`config.mk`:
```
export PLATFORM = sky130hd
export DESIGN_NAME = yx_processor_flat
export DESIGN_NICKNAME = d
export VERILOG_FILES = /design/src/rtl/yx_processor_if.sv /design/src/rtl/yx_processor.sv /design/src/flat_wrapper.sv
export SDC_FILE = /design/constraint.sdc
export NUM_CORES = 1
export LEC_CHECK = 0
export ABC_AREA = 1
export CAP_MARGIN = 20
export CORE_AREA = 2 2 39 41
export CTS_CLUSTER_SIZE = 8
export DETAILED_ROUTE_END_ITERATION = 6
export DIE_AREA = 0 0 41 43
export GPL_ROUTABILITY_DRIVEN = 0
export PLACE_DENSITY = 0.75
export SETUP_SLACK_MARGIN = 0.4
export SYNTH_ARGS = -nofsm -noshare
export SYNTH_HDL_FRONTEND = slang
export SYNTH_SLANG_ARGS = --single-unit
export TNS_END_PERCENT = 10
```
`constraint.sdc`:
```
create_clock -name clk_i -period 0.9 [get_ports clk_i]
set_input_delay 0.18 -clock clk_i [delete_from_list [all_inputs] [get_ports clk_i]]
set_output_delay 0.18 -clock clk_i [all_outputs]
set_load 0.02 [all_outputs]
```
`src/rtl/yx_processor_if.sv`:
```
// rtl/yx_processor_if.sv - request/result bundle between a router header stage and its YX route unit
//
// Purpose : groups the route-request inputs and registered route results of
//           yx_processor so they travel as one port.
// Signals : valid_i           - header address presented, request a route
//           yx_addr_header_i  - destination address {Y, X}
//           yx_addr_router_i  - this router's address {Y, X}, quasi-static
//           yx_addr_o         - registered output-port select
//           valid_o           - yx_addr_o holds a fresh result
//           route_err_o       - destination outside the mesh (YX_BOUND_CHECK_EN only)
// Modports: master drives requests and observes results; slave is the route unit.
// Macro   : YX_BOUND_CHECK_EN adds route_err_o.

interface yx_processor_if #(
  parameter int COORD_W = 4
);

  logic                   valid_i;
  logic [2*COORD_W-1:0]   yx_addr_header_i;
  logic [2*COORD_W-1:0]   yx_addr_router_i;
  logic [2:0]             yx_addr_o;
  logic                   valid_o;
`ifdef YX_BOUND_CHECK_EN
  logic                   route_err_o;
`endif

`ifdef YX_BOUND_CHECK_EN
  modport master (
    output valid_i, yx_addr_header_i, yx_addr_router_i,
    input  yx_addr_o, valid_o, route_err_o
  );

  modport slave (
    input  valid_i, yx_addr_header_i, yx_addr_router_i,
    output yx_addr_o, valid_o, route_err_o
  );
`else
  modport master (
    output valid_i, yx_addr_header_i, yx_addr_router_i,
    input  yx_addr_o, valid_o
  );

  modport slave (
    input  valid_i, yx_addr_header_i, yx_addr_router_i,
    output yx_addr_o, valid_o
  );
`endif

endinterface

```
`src/rtl/yx_processor.sv`:
```
// rtl/yx_processor.sv - YX dimension-ordered route computation for one 2-D mesh router
//
// Purpose : compares a packet's destination coordinate with the local router
//           coordinate, resolving Y first and then X, and registers the chosen
//           output port with one cycle of latency.
// Ports   : clk_i  - clock, rising-edge
//           rst_ni - asynchronous active-low reset
//           bus    - yx_processor_if.slave (valid_i, yx_addr_header_i,
//                    yx_addr_router_i, yx_addr_o, valid_o[, route_err_o])
// Encoding: 0 LOCAL, 1 NORTH, 2 SOUTH, 3 EAST, 4 WEST, 7 ERROR
// Macro   : YX_BOUND_CHECK_EN - flag destinations outside MESH_X x MESH_Y with
//           port 7 and route_err_o.

module yx_processor #(
  parameter int COORD_W = 4,
  parameter int MESH_X  = 4,
  parameter int MESH_Y  = 4
) (
  input  logic          clk_i,
  input  logic          rst_ni,
  yx_processor_if.slave bus
);

  typedef enum logic [2:0] {
    PORT_LOCAL = 3'd0,
    PORT_NORTH = 3'd1,
    PORT_SOUTH = 3'd2,
    PORT_EAST  = 3'd3,
    PORT_WEST  = 3'd4,
    PORT_ERROR = 3'd7
  } port_e;

  logic [COORD_W-1:0] dst_x, dst_y, rtr_x, rtr_y;
  port_e              route_d;
  logic [2:0]         yx_addr_q;
  logic               valid_q;

  assign dst_x = bus.yx_addr_header_i[COORD_W-1:0];
  assign dst_y = bus.yx_addr_header_i[2*COORD_W-1:COORD_W];
  assign rtr_x = bus.yx_addr_router_i[COORD_W-1:0];
  assign rtr_y = bus.yx_addr_router_i[2*COORD_W-1:COORD_W];

  // A mesh wider or taller than the coordinate space leaves columns/rows that
  // no header can address; the named block marks such a build in the hierarchy.
  if ((MESH_X > (1 << COORD_W)) || (MESH_Y > (1 << COORD_W))) begin : g_mesh_exceeds_coord_range
  end

`ifdef YX_BOUND_CHECK_EN
  // One extra bit so a mesh dimension equal to 2**COORD_W still compares correctly.
  localparam logic [COORD_W:0] MESH_X_LIM = (COORD_W+1)'(MESH_X);
  localparam logic [COORD_W:0] MESH_Y_LIM = (COORD_W+1)'(MESH_Y);

  logic route_err_d;
  logic route_err_q;

  assign route_err_d = ({1'b0, dst_x} >= MESH_X_LIM) || ({1'b0, dst_y} >= MESH_Y_LIM);
`endif

  // Y is resolved before X so packets never turn from X back into Y,
  // which keeps the routing function deadlock-free on a mesh.
  always_comb begin
    route_d = PORT_LOCAL;
    if (dst_y > rtr_y) begin
      route_d = PORT_NORTH;
    end else if (dst_y < rtr_y) begin
      route_d = PORT_SOUTH;
    end else if (dst_x > rtr_x) begin
      route_d = PORT_EAST;
    end else if (dst_x < rtr_x) begin
      route_d = PORT_WEST;
    end
`ifdef YX_BOUND_CHECK_EN
    if (route_err_d) begin
      route_d = PORT_ERROR;
    end
`endif
  end

  // The select only moves on a request so the crossbar keeps its last route
  // while the header stage is idle; valid_o marks which cycles are fresh.
  always_ff @(posedge clk_i or negedge rst_ni) begin
    if (!rst_ni) begin
      yx_addr_q <= 3'd0;
      valid_q   <= 1'b0;
    end else begin
      valid_q <= bus.valid_i;
      if (bus.valid_i) begin
        yx_addr_q <= route_d;
      end
    end
  end

`ifdef YX_BOUND_CHECK_EN
  always_ff @(posedge clk_i or negedge rst_ni) begin
    if (!rst_ni) begin
      route_err_q <= 1'b0;
    end else if (bus.valid_i) begin
      route_err_q <= route_err_d;
    end
  end

  assign bus.route_err_o = route_err_q;
`endif

  assign bus.yx_addr_o = yx_addr_q;
  assign bus.valid_o   = valid_q;

endmodule

```
`src/flat_wrapper.sv`:
```
// flat-port wrapper written by rule: the top's interface ports become plain ports
module yx_processor_flat 
#(
  parameter int COORD_W = 4,
  parameter int MESH_X  = 4,
  parameter int MESH_Y  = 4
)
  (clk_i, rst_ni, bus_valid_i, bus_yx_addr_header_i, bus_yx_addr_router_i, bus_yx_addr_o, bus_valid_o);
  yx_processor_if #(.COORD_W(COORD_W)) bus_i ();
  input  logic clk_i;
  input  logic rst_ni;
  input wire logic [$bits(bus_i.valid_i)-1:0] bus_valid_i;
  input wire logic [$bits(bus_i.yx_addr_header_i)-1:0] bus_yx_addr_header_i;
  input wire logic [$bits(bus_i.yx_addr_router_i)-1:0] bus_yx_addr_router_i;
  output wire logic [$bits(bus_i.yx_addr_o)-1:0] bus_yx_addr_o;
  output wire logic [$bits(bus_i.valid_o)-1:0] bus_valid_o;
  assign bus_i.valid_i = bus_valid_i;
  assign bus_i.yx_addr_header_i = bus_yx_addr_header_i;
  assign bus_i.yx_addr_router_i = bus_yx_addr_router_i;
  assign bus_yx_addr_o = bus_i.yx_addr_o;
  assign bus_valid_o = bus_i.valid_o;
  yx_processor #(.COORD_W(COORD_W), .MESH_X(MESH_X), .MESH_Y(MESH_Y)) u_core (.clk_i(clk_i), .rst_ni(rst_ni), .bus(bus_i));
endmodule
```
Word level (Yosys, flattened, before mapping)

Index checks and enable logic that the tools add are counted.

Bits in registers: 4
Bits of input ports: 19
Output and inout bits: 4
Word-level logic and storage cells: 10

$lt $le $gt $ge: 4
Muxes and demuxes: 4

Operators by type and width:

| operator                      | number |
|---|---|
| 3-bit two-way mux             | 4 |
| 4-bit greater-than comparator | 2 |
| 4-bit < comparator            | 2 |

Depth between registers and ports, before layout

Depth in word-level cells: 5
Mapped depth: 11

Worst setup path before layout

No wires, ideal clock.

Kind: input -> register
Start: input port bus_yx_addr_router_i[3]
End: register u_core.yx_addr_q[0], in the netlist u_core.bus.yx_addr_o[0]
Library setup time: 0.116 ns
Arrival: 0.901 ns
Data required time: 0.784 ns
Setup slack: -0.117 ns
Stages on the path: 8
Path buffers: 0
Path through: inv_1 ha_1 a21oi_1 nand2_1 nand2_1 nand2_1 nand2_1 nand2_1

Word-level cells in the longest chain between the ends: 4

RTL lines:

| element                       | line               | text |
|---|---|---|
| from (decl)                   | flat_wrapper.sv:14 | `input wire logic [$bits(bus_i.yx_addr_router_i)-1:0] bus_yx_addr_router_i;` |
| 4-bit greater-than comparator | yx_processor.sv:67 | `end else if (dst_x > rtr_x) begin` |
| 3-bit two-way mux             | yx_processor.sv:67 |  |
| 3-bit two-way mux             | yx_processor.sv:65 | `end else if (dst_y < rtr_y) begin` |
| 3-bit two-way mux             | yx_processor.sv:63 | `if (dst_y > rtr_y) begin` |
| to (signal assigned)          | yx_processor.sv:88 | `yx_addr_q <= route_d;` |
| to (decl)                     | yx_processor.sv:35 | `logic [2:0] yx_addr_q;` |

Every way passes these cells.
A chain may end at the register's enable or synchronous reset.

Final worst setup path

Start: register u_core.yx_addr_q[1], in the netlist u_core.bus.yx_addr_o[1]
End: output port bus_yx_addr_o[1]

RTL lines:

| element   | line               | text |
|---|---|---|
| to (decl) | flat_wrapper.sv:15 | `output wire logic [$bits(bus_i.yx_addr_o)-1:0] bus_yx_addr_o;` |

No word-level cell between the ends.

==> metrics.md <==
| Metric | Value |
|---|---|
| Data required, critical path | `0.72 ns` |
| Clk slew on worst S/H paths | `approximately 0.040 ns` |
| Slowest stage delay, CP | `between 0.3 and 0.4 ns` |
| Total gr overflow | `0` |
| Antenna viol nets, final | `0` |
| Layout Nets | `113` |
| Cells along the critical path | `buf_6` |
| Final WS setup | `-0.0406 ns` |
| Pleak | `0.391 nW` |
| Initial DRC Count | `6` |
| Clk_lat worst skew | `0.24 ns` |
| Final Setup Violations | `5` |
| Tot Pwr | `843 uW` |
| Hold-fix buffers, CTS | `0` |
| Mapped Cells | `54` |
| Synthesized flop and latch total | `4` |
| Type of the worst setup path | `reg2out` |
| Finished Layout Cells | `100` |
| Status | `complete, but fails checks` |
| Row count | `14` |
| Slew Limit Fails | `0` |
| Post-route DRC | `0` |
| Antenna cells | `0` |
| Antenna violations before repair | `0` |
| Die height | `~43 um` |
| Power Dens Cells | `1040 nW/um2` |
| Max cap viols | `0` |
| Crit-path max FO | `2` |
| Vias in the first global route | `~490` |
| Slew Limit Headroom | `87.6%` |
| Reg2reg end | `u_core.bus.yx_addr_o[0]$_DFFE_PN0P_` |
| Post-synthesis sequential area ratio | `26.4%` |
| Top cell type's share of synthesized area | `26.4%` |
| Total track usage | `between 10% and 20%` |
| Vias/cell | `between 4 and 5` |
| Met1 wire length | `396 um` |
| H-tree depth | `1` |
| Routed wl met3 | `between 50 and 60 um` |
| Syn Nets | `81` |
| Reg2Reg Setup Slack | `0.19 ns` |
| PortBufs | `22` |
| FMAX | `1060 MHz` |
| Critical path's slowest cell | `dfrtp_1` |
| # IOs | `23` |
| Detailed Routing Iterations Pass 1 | `4` |
| Critical path buffer and inverter count | `1` |
| Wirelength, routed | `1.13 mm` |
| CP endpoint kind | `primary output` |
| Distinct cells, synth | `12` |
| Setup WS pre-CTS | `-0.756 ns` |
| Largest net degree at the start of global routing | `5` |
| Final period util | `105%` |
| Fin. Hold Viols | `0` |
| First-pass GRT wire length | `1.81 mm` |
| Initial core utilization | `27.4%` |
| Die extent in x | `41 um` |
| Unrepaired setup endpoints after global routing | `yes` |
| Placeable Area | `1380 um2` |
| Final clock skew | `0 ns` |
| CTS tree | `done` |
| Highest metal used | `met4` |
| CTS root buffer | `clkbuf_4` |
| Critical Path Source Type | `flip-flop` |
| Area leader, netlist | `dfrtp_1` |
| Wire length per cell | `11.3 um` |
| Syn-to-layout area delta | `115%` |
| Final HPWL DP | `760 um` |
| Min-delay worst type | `in2async` |
| Violated checks | `setup timing` |
| CTS buffer count | `3` |
| Synth Area per Inst | `7.02 um2` |
| Setup TNS | `-0.125 ns` |
| Placed Instances | `95` |
| Clk buf depth | `2` |
| Peak VDD IR | `between 0.5 and 0.6 mV` |
| Post-Syn Area | `379 um2` |
| Largest cells by area after synthesis | `dfrtp_1, ha_1, nand2_1, inv_1, a21oi_1` |
| Synth warn | `0` |
| DR vias | `450` |
| Worst-margin pin slew | `0.185 ns` |
| Clk sinks | `4` |
| Fin crit period | `0.941 ns` |
| Crit path DAT | `0.76 ns` |
| Reg2Reg Depth | `3` |
| Reg2reg start | `u_core.bus.yx_addr_o[0]$_DFFE_PN0P_` |
| DIE AREA | `1760 um2` |
| Delay-heaviest family, CP | `flip-flops` |
| Met2 Wirelength | `644 um` |
| Layout cell share with drive strength beyond 1 | `73.8%` |
Yosys cell counts, drive strengths merged:
cell,count
a21oi,3
nor3,1
dfrtp,4
o21ai,2
ha,8
inv,14
nand3,3
nor2,1
o21bai,1
nand2,17
where the power goes:
| part | switching, mW | total [mW] | leakage (nW) | internal, mW |
|---|---|---|---|---|
| clock network | 0.0759 | 0.225 | 0.0138 | 0.149 |
| logic | 0.193 | 0.409 | 0.328 | 0.217 |
| registers | 0.0108 | 0.208 | 0.0489 | 0.197 |
| total | 0.279 | 0.843 | 0.391 | 0.563 |
metrics by stage:
| step | hold WS [ns] | instance area [um2] | util, % |
|---|---|---|---|
| floorplan | -0.116 | 432 | - |
| global placement | 0.394 | 694 | 50.2 |
| detailed placement | 0.402 | 694 | 50.2 |
| CTS | 0.151 | 795 | 57.4 |
| global route | 0.149 | 813 | 58.8 |
| finish | 0.146 | 813 | 58.8 |
how the worst max path moves through the flow:
| stage | start | endpoint | slack, ns | depth (start not counted) |
|---|---|---|---|---|
| 2_1_floorplan | bus_yx_addr_router_i[5] | u_core.bus.yx_addr_o[1]$_DFFE_PN0P_ | -0.09 | 9 |
| 3_3_place_gp | bus_yx_addr_router_i[5] | u_core.bus.yx_addr_o[1]$_DFFE_PN0P_ | -0.74 | 10 |
| 3_5_place_dp | bus_yx_addr_router_i[5] | u_core.bus.yx_addr_o[1]$_DFFE_PN0P_ | -0.76 | 10 |
| 4_1_cts | u_core.bus.yx_addr_o[2]$_DFFE_PN0P_ | bus_yx_addr_o[2] | -0.04 | 1 |
| 5_1_grt | bus_yx_addr_router_i[5] | u_core.bus.yx_addr_o[1]$_DFFE_PN0P_ | -0.07 | 10 |
| 6_report | u_core.bus.yx_addr_o[1]$_DFFE_PN0P_ | bus_yx_addr_o[1] | -0.04 | 1 |
layer usage:
metal / GRT usage (%) / up-vias
met4: 12.0 / 0
met5: 0 / -
li1: - / 228
met1: 13.9 / 200
met2: 29.4 / 18
met3: 1.57 / 4
layout make-up:
cell class / instances / area, um2
Tap cell: 16 / 20.0
Multi-Input combinational cell: 36 / 399
Fill cell: 128 / 571
Inverter: 14 / 62.6
Timing Repair Buffer: 27 / 209
Sequential cell: 4 / 100
Clock buffer: 3 / 22.5
cells in the final DEF, fill, tap and decap left out, types with 2 or more instances in the layout:
master / netlist / routed
inv_2: 3 / 10
nand3_2: 0 / 2
clkbuf_2: 0 / 3
nand2_1: 16 / 9
ha_4: 0 / 8
inv_1: 11 / 2
nand2_2: 1 / 6
o21ai_1: 2 / 2
clkbuf_4: 0 / 3
dfrtp_1: 4 / 4
nand2_4: 0 / 2
buf_6: 0 / 6
buf_2: 0 / 9
buf_4: 0 / 5
timing repair:
action | in CTS | in global routing
setup endpoints to repair | 8 | 7
resized for setup | 104 | 11
hold endpoints to repair | 0 | 0
setup buffers | 2 | 0
pin swaps | 18 | 13
sequential cells by signal (all words and copies together), names as in the netlist:
name,cells
u_core.bus.valid_o,1
u_core.bus.yx_addr_o,3
cells by family (layout without fill, tap and decap cells):
kind of cell	count (synthesis)	in the layout	synth area share (%)
compound gates	6	6	9.57
fa+ha+maj	8	8	26.4
buf+inv	14	44	13.9
flops	4	4	26.4
simple gates	22	22	23.8
(Power assumes the default switching activity.)
